<file path="config.mk">
export PLATFORM = sky130hd
export DESIGN_NAME = panda_fetch_ctrl
export DESIGN_NICKNAME = d
export VERILOG_FILES = /design/src/rtl/panda_pkg.sv /design/src/rtl/panda_adder.sv /design/src/rtl/panda_fetch_ctrl.sv
export SDC_FILE = /design/constraint.sdc
export NUM_CORES = 1
export LEC_CHECK = 0
export ABC_AREA = 1
export CAP_MARGIN = 20
export CORE_MARGIN = 2
export CORE_UTILIZATION = 55
export CTS_CLUSTER_DIAMETER = 80
export DETAILED_ROUTE_END_ITERATION = 10
export DONT_BUFFER_PORTS = 1
export PLACE_DENSITY_LB_ADDON = 0.1
export SLEW_MARGIN = 25
export SYNTH_ARGS = -nofsm -noshare
export SYNTH_HDL_FRONTEND = slang
export SYNTH_SLANG_ARGS = --single-unit
</file>
<file path="constraint.sdc">
create_clock -name clk_i -period 1.52 [get_ports clk_i]
set_input_delay 0.38 -clock clk_i [delete_from_list [all_inputs] [get_ports clk_i]]
set_output_delay 0.38 -clock clk_i [all_outputs]
set_load 0.005 [all_outputs]
</file>
<file path="src/rtl/panda_pkg.sv">
// panda_pkg: shared types for the panda fetch front end.
// Holds the fetch FSM state encoding and word-size constants.
package panda_pkg;

  typedef enum logic [1:0] {
    IDLE,
    REQ,
    WAIT,
    HOLD
  } fetch_state_e;

  localparam int unsigned InstrBytes = 4;

endpackage

</file>
<file path="src/rtl/panda_adder.sv">
// panda_adder: plain Width-bit add/subtract, result wraps, no carry out.
// Ports: operand_a_i, operand_b_i, subtract_i -> result_o.
module panda_adder #(
  parameter int unsigned Width = 32
) (
  input  logic [Width-1:0] operand_a_i,
  input  logic [Width-1:0] operand_b_i,
  input  logic             subtract_i,
  output logic [Width-1:0] result_o
);

  assign result_o = subtract_i ? (operand_a_i - operand_b_i)
                               : (operand_a_i + operand_b_i);

endmodule

</file>
<file path="src/rtl/panda_fetch_ctrl.sv">
// panda_fetch_ctrl: single-outstanding instruction fetch FSM.
// Ports: instr_* memory req/gnt/rvalid, redirect_*, stall_i, fetch_* to decode.
module panda_fetch_ctrl
  import panda_pkg::*;
#(
  parameter int unsigned      Width   = 32,
  parameter logic [Width-1:0] ResetPc = 32'h0000_0000
) (
  input  logic             clk_i,
  input  logic             rst_ni,
  output logic             instr_req_o,
  input  logic             instr_gnt_i,
  output logic [Width-1:0] instr_addr_o,
  input  logic             instr_rvalid_i,
  input  logic [Width-1:0] instr_rdata_i,
  input  logic             redirect_i,
  input  logic [Width-1:0] redirect_target_i,
  input  logic             stall_i,
  output logic             fetch_valid_o,
  output logic [Width-1:0] fetch_instr_o,
  output logic [Width-1:0] fetch_pc_o,
  output logic [Width-1:0] fetch_pc_inc_o
);

  localparam logic [Width-1:0] Four      = Width'(InstrBytes);
  localparam logic [Width-1:0] AlignMask = ~Width'(3);

  fetch_state_e     state_q, state_d;
  logic [Width-1:0] pc_q, pc_d;
  logic [Width-1:0] tgt_q, tgt_d;
  logic             discard_q, discard_d;
  logic [Width-1:0] instr_q;
  logic [Width-1:0] fpc_q;
  logic [Width-1:0] fpc_inc_q;

  logic [Width-1:0] pc_inc;
  logic [Width-1:0] redir_pc;
  logic             capture;
  logic             req;
  logic             valid;

  assign redir_pc = redirect_target_i & AlignMask;

  panda_adder #(
    .Width(Width)
  ) u_pc_inc (
    .operand_a_i(pc_q),
    .operand_b_i(Four),
    .subtract_i (1'b0),
    .result_o   (pc_inc)
  );

  always_comb begin
    state_d   = state_q;
    pc_d      = pc_q;
    tgt_d     = tgt_q;
    discard_d = discard_q;
    capture   = 1'b0;
    req       = 1'b0;
    valid     = 1'b0;
    unique case (state_q)
      IDLE: begin
        state_d = REQ;
        if (redirect_i) pc_d = redir_pc;
      end
      REQ: begin
        req = 1'b1;
        // Address stays on pc_q; the redirect is applied
        // once the in-flight response has been dropped.
        if (redirect_i) begin
          discard_d = 1'b1;
          tgt_d     = redir_pc;
        end
        if (instr_gnt_i) state_d = WAIT;
      end
      WAIT: begin
        if (redirect_i) begin
          discard_d = 1'b1;
          tgt_d     = redir_pc;
        end
        if (instr_rvalid_i) begin
          if (discard_q || redirect_i) begin
            discard_d = 1'b0;
            pc_d      = redirect_i ? redir_pc : tgt_q;
            state_d   = REQ;
          end else begin
            capture = 1'b1;
            state_d = HOLD;
          end
        end
      end
      HOLD: begin
        valid = 1'b1;
        // Redirect wins over consumption.
        if (redirect_i) begin
          pc_d    = redir_pc;
          state_d = REQ;
        end else if (!stall_i) begin
          pc_d    = pc_inc;
          state_d = REQ;
        end
      end
      default: state_d = IDLE;
    endcase
  end

  always_ff @(posedge clk_i or negedge rst_ni) begin
    if (!rst_ni) begin
      state_q   <= IDLE;
      pc_q      <= ResetPc;
      tgt_q     <= ResetPc;
      discard_q <= 1'b0;
    end else begin
      state_q   <= state_d;
      pc_q      <= pc_d;
      tgt_q     <= tgt_d;
      discard_q <= discard_d;
    end
  end

  always_ff @(posedge clk_i or negedge rst_ni) begin
    if (!rst_ni) begin
      instr_q   <= '0;
      fpc_q     <= ResetPc;
      fpc_inc_q <= ResetPc + Four;
    end else if (capture) begin
      instr_q   <= instr_rdata_i;
      fpc_q     <= pc_q;
      fpc_inc_q <= pc_inc;
    end
  end

  assign instr_req_o    = req;
  assign instr_addr_o   = pc_q;
  assign fetch_valid_o  = valid;
  assign fetch_instr_o  = instr_q;
  assign fetch_pc_o     = fpc_q;
  assign fetch_pc_inc_o = fpc_inc_q;

endmodule

</file>
After elaboration in Yosys (flattened, before gate mapping)
Index checks and enable logic that the tools add are counted.
{"block": "word_totals", "ff_bits": 163, "in_bits": 70, "elab_cells": 45}
{"block": "op_classes", "n_addsub": 1, "eq_ne": 8, "muxes": 22, "reduce_logical": 7}
{"cell": "2-to-1 mux 32 bit", "count": 6}
{"cell": "one-hot mux 32 bit (3 select lines)", "count": 1}
{"cell": "adder 32 x 3 -> 32 bit (second input constant)", "count": 1}
{"cell": "2-to-1 mux 2 bit", "count": 5}
{"cell": "2-to-1 mux 1 bit", "count": 8}
{"cell": "inequality test 2 bit (second input constant)", "count": 4}
{"cell": "one-hot mux 2 bit (4 select lines)", "count": 1}
{"cell": "AND reduction 5 bit", "count": 1}
{"cell": "equality test 2 bit (second input constant)", "count": 2}
{"cell": "inequality test 3 bit (second input constant)", "count": 1}
{"cell": "AND reduction 3 bit", "count": 1}
{"cell": "nonzero test 3 bit", "count": 1}
{"cell": "equality test 2 x 1 -> 1 bit (second input constant)", "count": 1}
{"cell": "logical NOT 2 bit", "count": 1}
{"cell": "one-hot mux 1 bit (2 select lines)", "count": 1}
{"cell": "nonzero test 2 bit", "count": 1}
{"cell": "OR reduction 2 bit", "count": 1}
{"cell": "logical OR 1 bit", "count": 1}

Depth between registers and ports, before layout
Gate-level depths: netlist of the first run.
{"block": "depth", "word_depth": 4, "ltp_mapped": 11}

By module
From an unflattened synthesis of the first run, not the netlist that was laid out.
{"block": "hier_totals", "hier_cells": 1715, "hier_area_um2": 11049.3}
{"mod": "panda_fetch_ctrl", "instances": 1, "cells_per_inst": 1010, "area_per_inst_um2": 7661.1}
{"mod": "panda_adder", "instances": 1, "cells_per_inst": 705, "area_per_inst_um2": 3388.2}

Worst setup path after synthesis of the first run
OpenSTA, ideal clock, no wires.
{"block": "synth_timing", "path_kind": "register -> register", "startpoint": "reg state_q[0]", "endpoint": "reg pc_q[7], in the netlist instr_addr_o[7]", "setup_ns": 0.121, "arrival_ns": 1.543, "required_ns": 1.399, "path_slack_ns": -0.144, "path_stages_with_launch": 9, "period_less_slack_ns": 1.664, "path_cell_list": "dfrtp_1 inv_1 ha_1 nor2_1 nor2_1 clkbuf_1 o21ai_0 nor3_1 nor2_1"}
{"block": "synth_via", "elab_chain_cells": 3}
{"element": "from (decl)", "line": "panda_fetch_ctrl.sv:28", "source": "fetch_state_e state_q, state_d;"}
{"element": "from (signal assigned)", "line": "panda_fetch_ctrl.sv:114", "source": "state_q <= state_d;"}
{"element": "equality test 2 bit or logical NOT 2 bit (tied branches)", "line": "panda_fetch_ctrl.sv:61", "source": "unique case (state_q)"}
{"element": "inequality test 3 bit (no line) (tied with other cells)"}
{"element": "AND reduction 5 bit (no line)"}
{"element": "to (signal assigned)", "line": "panda_fetch_ctrl.sv:110", "source": "pc_q <= ResetPc;"}
{"element": "to (signal assigned)", "line": "panda_fetch_ctrl.sv:115", "source": "pc_q <= pc_d;"}
{"element": "to (decl)", "line": "panda_fetch_ctrl.sv:29", "source": "logic [Width-1:0] pc_q, pc_d;"}
Several ways; a longest one is shown, not always the timed one.
A chain may end at the register's enable or synchronous reset.

Worst setup path after layout of the first run
{"block": "layout_timing", "startpoint": "reg state_q[0]", "endpoint": "reg fpc_inc_q[28], in the netlist fetch_pc_inc_o[28]"}
{"block": "layout_via", "elab_chain_cells": 2}
{"element": "equality test 2 bit", "line": "panda_fetch_ctrl.sv:61"}
{"element": "2-to-1 mux 1 bit", "line": "panda_fetch_ctrl.sv:61"}
{"element": "to (signal assigned)", "line": "panda_fetch_ctrl.sv:125", "source": "fpc_inc_q <= ResetPc + Four;"}
{"element": "to (signal assigned)", "line": "panda_fetch_ctrl.sv:129", "source": "fpc_inc_q <= pc_inc;"}
{"element": "to (decl)", "line": "panda_fetch_ctrl.sv:34", "source": "logic [Width-1:0] fpc_inc_q;"}
Every way passes these cells.

==> flow_summary.yaml, run 1 <==
cts:
  clk_latency_ns: 0.43
  cts_tree: "yes"
  clock-sinks: 161
  cts_root_buffer: "clkbuf_16"
  cts_max_level: 4
  clk_path_buf_depth: 2
  cts_inserted_buffers: 17
  clk_pin_slew_worst_paths_ns: 0.07
cells_and_area:
  n_fill_cell: 982
  diodes: 0
  final_core_util_pct: 76.2
  drive_gt1_share_pct: 27.2
  area_growth_pct: 34.6
  fin_nets: 1124
grt:
  grt_max_degree: 162
  grt_pass1_wl_mm: 32.8
  overflow: 0
  antenna_found_initial: 0
  grt.total_usage_pct: 28.8
  grt_pass1_vias: 6267
sta:
  timing.slew.headroom_pct: 71.0
  fin_ws_ns: -0.282
  max_freq_mhz: 555
  final-setup-viol-count: 148
  rsz0062_at_grt: "yes"
  worst_slew_pin_slew_ns: 0.430
  post-route-period-util_pct: 119
  slew_viol_final: 0
  finClkSkew_ns: 0.00727
  fin_crit_ns: 1.80
  fin_hold_ws_ns: -0.361
  final_hold_viol_count: 161
  setup-tns-final_ns: -23.74
setup_path:
  worst-path-buf-inv: 4
  path_class: "reg -> reg"
  cp-end-kind: "flip-flop"
  required_ns: 1.86
  critPathArrivalTime_ns: 2.14
  slowest_delay_ns: 0.44
  critical_path.max_fanout: 7
  cp-start-kind: "flip-flop"
  crit_top_cell: "buf_12"
  path_delay_family: "buffers and inverters"
  cp_slowest_cell: "dfrtp_2"
  worstPathCellList: "inv_2, ha_4, nand2_4, nor3_4, buf_6, buf_12, buf_12, nor2_2, a31oi_1"
synthesis:
  yosys_most_used_dff: "dfrtp_1"
  ys_ff_latch: 161
  postSynthAreaPerCell_um2: 7.89
  synth-edff-count: 0
  post-synth-top-area-cell: "dfrtp_1"
  synth-seq-area-share_pct: 53.3
  yosysTopAreaCellShare_pct: 52.9
  async_flop_share_pct: 100
  ys_warn_count: 0
  synth_cell_type_count: 31
  synth_most_common_cell: "nand2_1"
  synth_commonest_cells: "nand2_1 (364), dfrtp_1 (160), nor2_1 (95)"
  synthesis.nets: 1035
  synth.area.top_cells: "dfrtp_1 (53%), nand2_1 (18%), o21ai_0 (5.2%)"
  syn-instance-count: 959
  syn-cell-area_um2: 7560
min_path:
  hp-class: "in -> async"
drt:
  drtPass1Iterations: 5
  drt-total-wl_mm: 23.7
  vias_per_cell: 5.58
  postRouteAntennaNets: 0
  drc: 0
  drtIter0Drc: 549
  vias: 6903
  routedWlPerCell_um: 19.1
floorplan:
  pin_count: 200
  dieArea_um2: 14700
  die_x_um: 121
  core_um2: 13300
  start_util_pct: 56.7
  num_rows: 42
  fp.dieH_um: 121
place:
  gp_congestion: 0.930
  hpwlAfterDp_mm: 14.4
  post-place-ws_ns: -0.293
  place.port_buffers: 0
job:
  maxCapViolations: 0
power:
  power_density_nw_per_um2: 1970
  p_leak_nw: 5.01
  peakVddDrop_uv: 1340
  p_total_mw: 20.0
outcome:
  violations: "negative hold slack, negative setup slack"
  outcome: "complete, but fails checks"
## where the power goes
group	internal (mW)	total, mW	switching [mW]
sequential	5.94	7.50	1.56
combinational	3.71	8.29	4.58
clock	2.31	4.22	1.91
## metal layers
| metal | part of all wire (%) | global-route usage [%] | vias to the layer above |
|---|---|---|---|
| met4 | 1.7 | 8.55 | 0 |
| met5 | 0 | 0 | - |
| met3 | 7.8 | 6.48 | 32 |
| li1 | - | - | 3204 |
| met1 | 41 | 39.6 | 3366 |
| met2 | 49 | 46.1 | 301 |
## sequential cells by signal, indices dropped and copies added, names as in the netlist
name	cells
fetch_pc_inc_o	30
tgt_q	32
discard_q	1
fetch_instr_o	32
fetch_pc_o	32
state_q	2
instr_addr_o	32
## timing repair
action                                  CTS  global route
resized for setup                        53           176
cloned                                    5            27
pin swaps                                 4            12
endpoints found under the hold margin   161           161
setup buffers                             4             8
endpoints found under the setup margin  140           163
## worst register-to-register path, cell delays in order (launching register included)
cell     delay (ns)
dfrtp_2        0.44
inv_2          0.09
ha_4           0.20
nand2_4        0.08
nor3_4         0.19
buf_6          0.21
buf_12         0.17
buf_12         0.13
nor2_2         0.04
a31oi_1        0.17
## placed cells by master (no fill, tap or decap), types with 3 or more instances in the layout
cell	n
and2_1	3
buf_6	15
nor2_2	21
clkbuf_16	34
o21bai_2	3
nor2_1	74
o21ai_2	20
inv_6	7
a21oi_1	20
xor2_2	3
ha_1	3
nor2_4	7
inv_2	5
nand3_1	33
inv_8	4
inv_1	69
o21bai_1	9
a22oi_1	3
nand2_4	22
dfrtp_1	158
o21ai_0	26
buf_16	4
a31oi_1	6
nand2_2	41
buf_12	13
buf_4	60
o21ai_1	52
xor2_1	8
nand2_1	302
## path summary, 6_finish.rpt
kind	endpoint	start	slack [ns]	depth (start not counted)
max reg2reg	fetch_pc_inc_o[28]	state_q[0]	-0.28	9
max in group asynchronous	tgt_q[25]	rst_ni	1.53	0
min in group clk_i	fetch_instr_o[19]	instr_rdata_i[19]	0.07	2
min	tgt_q[1]	rst_ni	-0.36	0
min reg2reg	fetch_pc_inc_o[2]	fetch_pc_inc_o[2]	0.50	2
max	fetch_pc_inc_o[28]	state_q[0]	-0.28	9
## per-stage QoR
step | area, um^2 | std cells
floorplan | 7670 | 959
global placement | 8220 | 1162
detailed placement | 8220 | 1162
CTS | 9070 | 1202
global route | 10200 | 1237
finish | 10200 | 1237
## cell families after synthesis
| group | after synthesis | synth area share (%) |
|---|---|---|
| AO/OA/AOI/OAI | 149 | 10.7 |
| XOR/XNOR | 11 | 1.27 |
| adder cells (fa/ha/maj) | 6 | 0.993 |
| buffers and inverters | 123 | 6.83 |
| flip-flops | 161 | 53.3 |
| AND/OR/NAND/NOR | 509 | 26.9 |
## final cells by class
type	instances	area [um^2]	share of cell area, %
clock inverter	15	148	1.45
inverter	78	315	3.10
tap	176	220	2.16
timing repair inverter	2	22.5	0.221
timing repair buffer	112	1460	14.3
clock buffer	17	425	4.18
sequential	161	4030	39.6
multi-input combinational	676	3560	34.9
Power figures use the tool's default switching activity.
==> run 2, diff against run 1 <==
TNS_END_PERCENT = 1   (was default)
==> flow_summary.yaml, run 2 (synthesis results as in run 1) <==
place:
  gp_congestion: 0.909
  place.port_buffers: 0
  hpwlAfterDp_mm: 14.8
  post-place-ws_ns: -0.296
cts:
  clk_path_buf_depth: 2
  cts_tree: "yes"
  cts_inserted_buffers: 17
  cts_max_level: 4
  clock-sinks: 161
  cts_root_buffer: "clkbuf_16"
  clk_pin_slew_worst_paths_ns: 0.06
  clk_latency_ns: 0.43
outcome:
  violations: "negative hold slack, negative setup slack"
  outcome: "complete, but fails checks"
drt:
  drt-total-wl_mm: 21.1
  drtIter0Drc: 584
  drtPass1Iterations: 5
  routedWlPerCell_um: 17.5
  postRouteAntennaNets: 0
  vias_per_cell: 5.39
  drc: 0
  vias: 6503
setup_path:
  cp-start-kind: "flip-flop"
  critical_path.max_fanout: 19
  worst_r2r_path_depth: 9
  required_ns: 1.83
  r2r-start: "state_q[0]"
  ff2ff_setup_slack_ns: -0.19
  critPathArrivalTime_ns: 2.03
  cp-end-kind: "flip-flop"
  r2r_end: "fetch_pc_inc_o[29]"
  path_class: "reg -> reg"
grt:
  overflow: 0
  antenna_found_initial: 0
  grt_pass1_vias: 6245
  grt_pass1_wl_mm: 32.9
  grt_max_degree: 162
  grt.total_usage_pct: 29.3
sta:
  fin_hold_ws_ns: -0.360
  final_hold_viol_count: 161
  max_freq_mhz: 585
  rsz0062_at_grt: "yes"
  timing.slew.headroom_pct: 76.2
  finClkSkew_ns: 0.00671
  final-setup-viol-count: 127
  slew_viol_final: 0
  fin_crit_ns: 1.71
  setup-tns-final_ns: -15.85
  worst_slew_pin_slew_ns: 0.353
  post-route-period-util_pct: 113
  fin_ws_ns: -0.190
floorplan:
  die_x_um: 121
  pin_count: 200
  start_util_pct: 56.7
  num_rows: 42
  core_um2: 13300
  dieArea_um2: 14700
  fp.dieH_um: 121
power:
  swShare_pct: 39.0
  switching_power_mw: 7.26
  clockPowerShare_pct: 23.1
  peakVddDrop_uv: 1360
  p_comb_share_pct: 37.2
  power_density_nw_per_um2: 1990
  p_leak_nw: 4.67
  seq_power_share_pct: 39.7
  p_int_mw: 11.4
cells_and_area:
  layout_commonest_cell: "nand2_1"
  area_growth_pct: 23.5
  diodes: 0
  most-common-layout-cells: "nand2_1 (341), dfrtp_1 (159), nor2_1 (81)"
  drive_gt1_share_pct: 19.2
  fin_nets: 1093
job:
  maxCapViolations: 0
min_path:
  hp-class: "in -> async"
[run 2: changes by cell type in the layout (fill, tap and decap cells not counted), sizes merged]
cell	before	now
clkbuf	34	19
clkinv	5	7
bufbuf	1	0
nand2	366	365
bufinv	1	2
buf	94	84
clkinvlp	2	1
inv	87	81
[run 2: what timing repair did]
action	4_1_cts	5_1_grt
setup endpoints to repair	158	162
buffers inserted	5	1
gates cloned	3	0
resized for setup	69	59
pin swaps	5	3
hold endpoints to repair	161	161
[run 2: final cells by class]
class | count | area (um^2)
sequential | 161 | 4030
fill | 1080 | 4010
multi-input combinational | 675 | 3320
timing repair buffer | 84 | 882
clock buffer | 19 | 443
inverter | 78 | 298
tap | 176 | 220
clock inverter | 13 | 153
[run 2: how the worst max path moves through the flow]
stage	from	end	slack (ns)
2_1_floorplan	state_q[0]	fetch_pc_inc_o[8]	-0.09
3_3_place_gp	state_q[0]	instr_addr_o[22]	-0.20
3_5_place_dp	state_q[0]	fetch_pc_o[19]	-0.30
4_1_cts	state_q[0]	fetch_instr_o[4]	-0.17
5_1_grt	state_q[0]	fetch_instr_o[25]	-0.30
6_report	state_q[0]	fetch_pc_inc_o[29]	-0.19
[run 2: stage by stage]
step,std cells,area (um^2),power (mW),util (%)
after global routing,1206,9340,19.8,70.0
after CTS,1205,9190,18.4,68.8
final,1206,9340,18.6,70.0
after detailed placement,1165,8250,13.6,61.8
after floorplan,959,7640,10.8,-
after global placement,1165,8250,13.4,61.8
[run 2: power by group through the flow]
stage	Clock (mW)	Sequential [mW]	Combinational [mW]
2_1_floorplan	0	7.17	3.63
3_3_place_gp	0	7.32	6.05
3_5_place_dp	0	7.39	6.23
4_1_cts	4.36	7.34	6.67
5_1_grt	4.54	7.59	7.73
6_report	4.30	7.39	6.94
[run 2: layer usage]
layer	routed length [um]	share of wire [%]	up-vias	global-route usage, %
met2	9950	47	228	46.6
met1	9230	44	3109	39.8
met3	1500	7.1	27	7.00
li1	-	-	3139	-
met5	0	0	-	0
met4	419	2.0	0	9.84
[run 2: critical path, cell delays in order, from the launching register on]
cell and delay, ns:
dfrtp_1 0.41, inv_2 0.09, ha_4 0.17, nand2_4 0.06
nor3_4 0.22, clkinv_4 0.20, buf_12 0.17, buf_16 0.15
nand2_1 0.06, nand2_1 0.06
==> run 3, diff against run 2 <==
PLACE_DENSITY = 0.73   (was default)
PLACE_DENSITY_LB_ADDON = default   (was 0.1)
==> flow_summary.yaml, run 3 (synthesis results as in run 1) <==
power:
  peakVddDrop_uv: 1160
  p_total_mw: 18.9
  p_leak_nw: 4.81
  power_density_nw_per_um2: 1960
cts:
  cts_tree: "yes"
  cts_root_buffer: "clkbuf_16"
  cts_max_level: 4
  clk_pin_slew_worst_paths_ns: 0.07
  clock-sinks: 161
  clk_latency_ns: 0.43
  clk_path_buf_depth: 2
  cts_inserted_buffers: 17
sta:
  timing.slew.headroom_pct: 69.6
  slew_viol_final: 0
  post-route-period-util_pct: 116
  worst_slew_pin_slew_ns: 0.456
  max_freq_mhz: 567
  final-setup-viol-count: 128
  fin_ws_ns: -0.243
  finClkSkew_ns: 0.00855
  rsz0062_at_grt: "yes"
  final_hold_viol_count: 161
  fin_crit_ns: 1.76
  fin_hold_ws_ns: -0.356
setup_path:
  cp-start-kind: "flip-flop"
  critical_path.max_fanout: 6
  worst_r2r_path_depth: 9
  critPathArrivalTime_ns: 2.08
  r2r-start: "state_q[0]"
  cp_slowest_cell: "dfrtp_2"
  path_class: "reg -> reg"
  worst-path-buf-inv: 4
  worstPathCellList: "inv_2, ha_4, nand2_4, nor3_4, clkinv_4, buf_12, clkbuf_16, nand2_1, o21ai_1"
  critPathLaunch: "state_q[0]"
  ff2ff_setup_slack_ns: -0.24
  r2r_end: "fetch_pc_o[23]"
  slowest_delay_ns: 0.43
  path_delay_family: "buffers and inverters"
  cp-end-kind: "flip-flop"
  required_ns: 1.84
  crit_end: "fetch_pc_o[23]"
  crit_cells: 9
grt:
  grt_pass1_wl_mm: 32.2
  overflow: 0
  antenna_found_initial: 0
  grt_pass1_vias: 6082
  grt_max_degree: 162
  grt.total_usage_pct: 28.6
drt:
  vias_per_cell: 5.40
  routedWlPerCell_um: 17.5
  vias: 6611
  postRouteAntennaNets: 0
  drt-total-wl_mm: 21.4
  drtPass1Iterations: 5
  drc: 0
  drtIter0Drc: 495
place:
  placed_cell_area_um2: 8300
  place.port_buffers: 0
  gp_congestion: 0.947
  dp.cells: 1171
  hpwlAfterDp_mm: 14.1
floorplan:
  die_x_um: 121
  dieArea_um2: 14700
  core_um2: 13300
  pin_count: 200
  fp.dieH_um: 121
  start_util_pct: 56.7
  num_rows: 42
outcome:
  violations: "negative hold slack, negative setup slack"
  outcome: "complete, but fails checks"
cells_and_area:
  area_growth_pct: 27.5
  diodes: 0
  final_core_util_pct: 72.2
  final_area_um2: 9640
  n_fill_cell: 987
  most-common-layout-cells: "nand2_1 (326), dfrtp_1 (158), inv_1 (73), nor2_1 (73), buf_4 (69)"
  fin_nets: 1111
  drive_gt1_share_pct: 22.6
  instances_no_fill: 1224
  layout_commonest_cell: "nand2_1"
job:
  maxCapViolations: 0
min_path:
  hp-class: "in -> async"
run 3: cell count changes in the layout (fill, tap and decap cells not counted), moves of 5 or more:
cell / change
nand2_2: +16
nand2_1: -15
o21ai_1: -12
o21ai_0: +11
nor2_1: -8
nor2_2: +8
buf_4: +7
clkbuf_16: +5
run 3: worst min-delay path by stage:
| stage | to | startpoint | slack, ns | depth (start not counted) |
|---|---|---|---|---|
| 3_5_place_dp | tgt_q[1] | rst_ni | 0.09 | 0 |
| 5_1_grt | tgt_q[0] | rst_ni | -0.37 | 0 |
| 2_1_floorplan | discard_q | rst_ni | 0.08 | 0 |
| 3_3_place_gp | state_q[1] | rst_ni | 0.09 | 0 |
| 4_1_cts | state_q[0] | rst_ni | -0.37 | 0 |
| 6_report | state_q[0] | rst_ni | -0.36 | 0 |
run 3: final cells by class:
cell class	instances	area (um^2)	share of cell area, %
repair buffers	102	1160	12.0
well taps	176	220	2.28
clock inverters	13	128	1.32
clock buffers	19	443	4.59
inverters	78	305	3.17
flip-flops and latches	161	4030	41.8
multi-input cells	675	3360	34.8
run 3: per-layer routing:
metal  part of all wire [%]  track usage [%]  routed length (um)
met5                      0                0                   0
met4                    2.5             8.69                 530
met3                    8.7             7.28                1860
met2                     48             46.1               10200
met1                     41             38.3                8820
run 3: worst reg2reg max path: cells and delay by family (launching register included):
kind / cells / cell delay [ns]
buffers and inverters: 4 / 0.59
AOI/OAI and AO/OA: 1 / 0.06
DFF: 1 / 0.43
and+or+nand+nor: 3 / 0.42
adders and majority gates: 1 / 0.16
run 3: power breakdown:
group	internal [mW]	switching, mW	leakage, nW	total (mW)
logic	3.24	4.19	2.46	7.43
clock network	2.33	1.83	0.277	4.16
registers	5.94	1.39	2.08	7.34
run 3: metrics by stage:
stage,setup TNS (ns),worst slack [ns]
after floorplan,-9.17,-0.0916
after global placement,-15.79,-0.188
after detailed placement,-20.70,-0.239
after CTS,-12.17,-0.155
after global routing,-33.03,-0.340
final,-21.62,-0.243
run 3: repair_timing:
| action | in CTS | in global routing |
|---|---|---|
| buffers inserted | 8 | 3 |
| resized for setup | 67 | 82 |
| gates cloned | 4 | 6 |
| setup endpoints to repair | 156 | 159 |
| hold endpoints to repair | 161 | 161 |
| pin swaps | 13 | 15 |
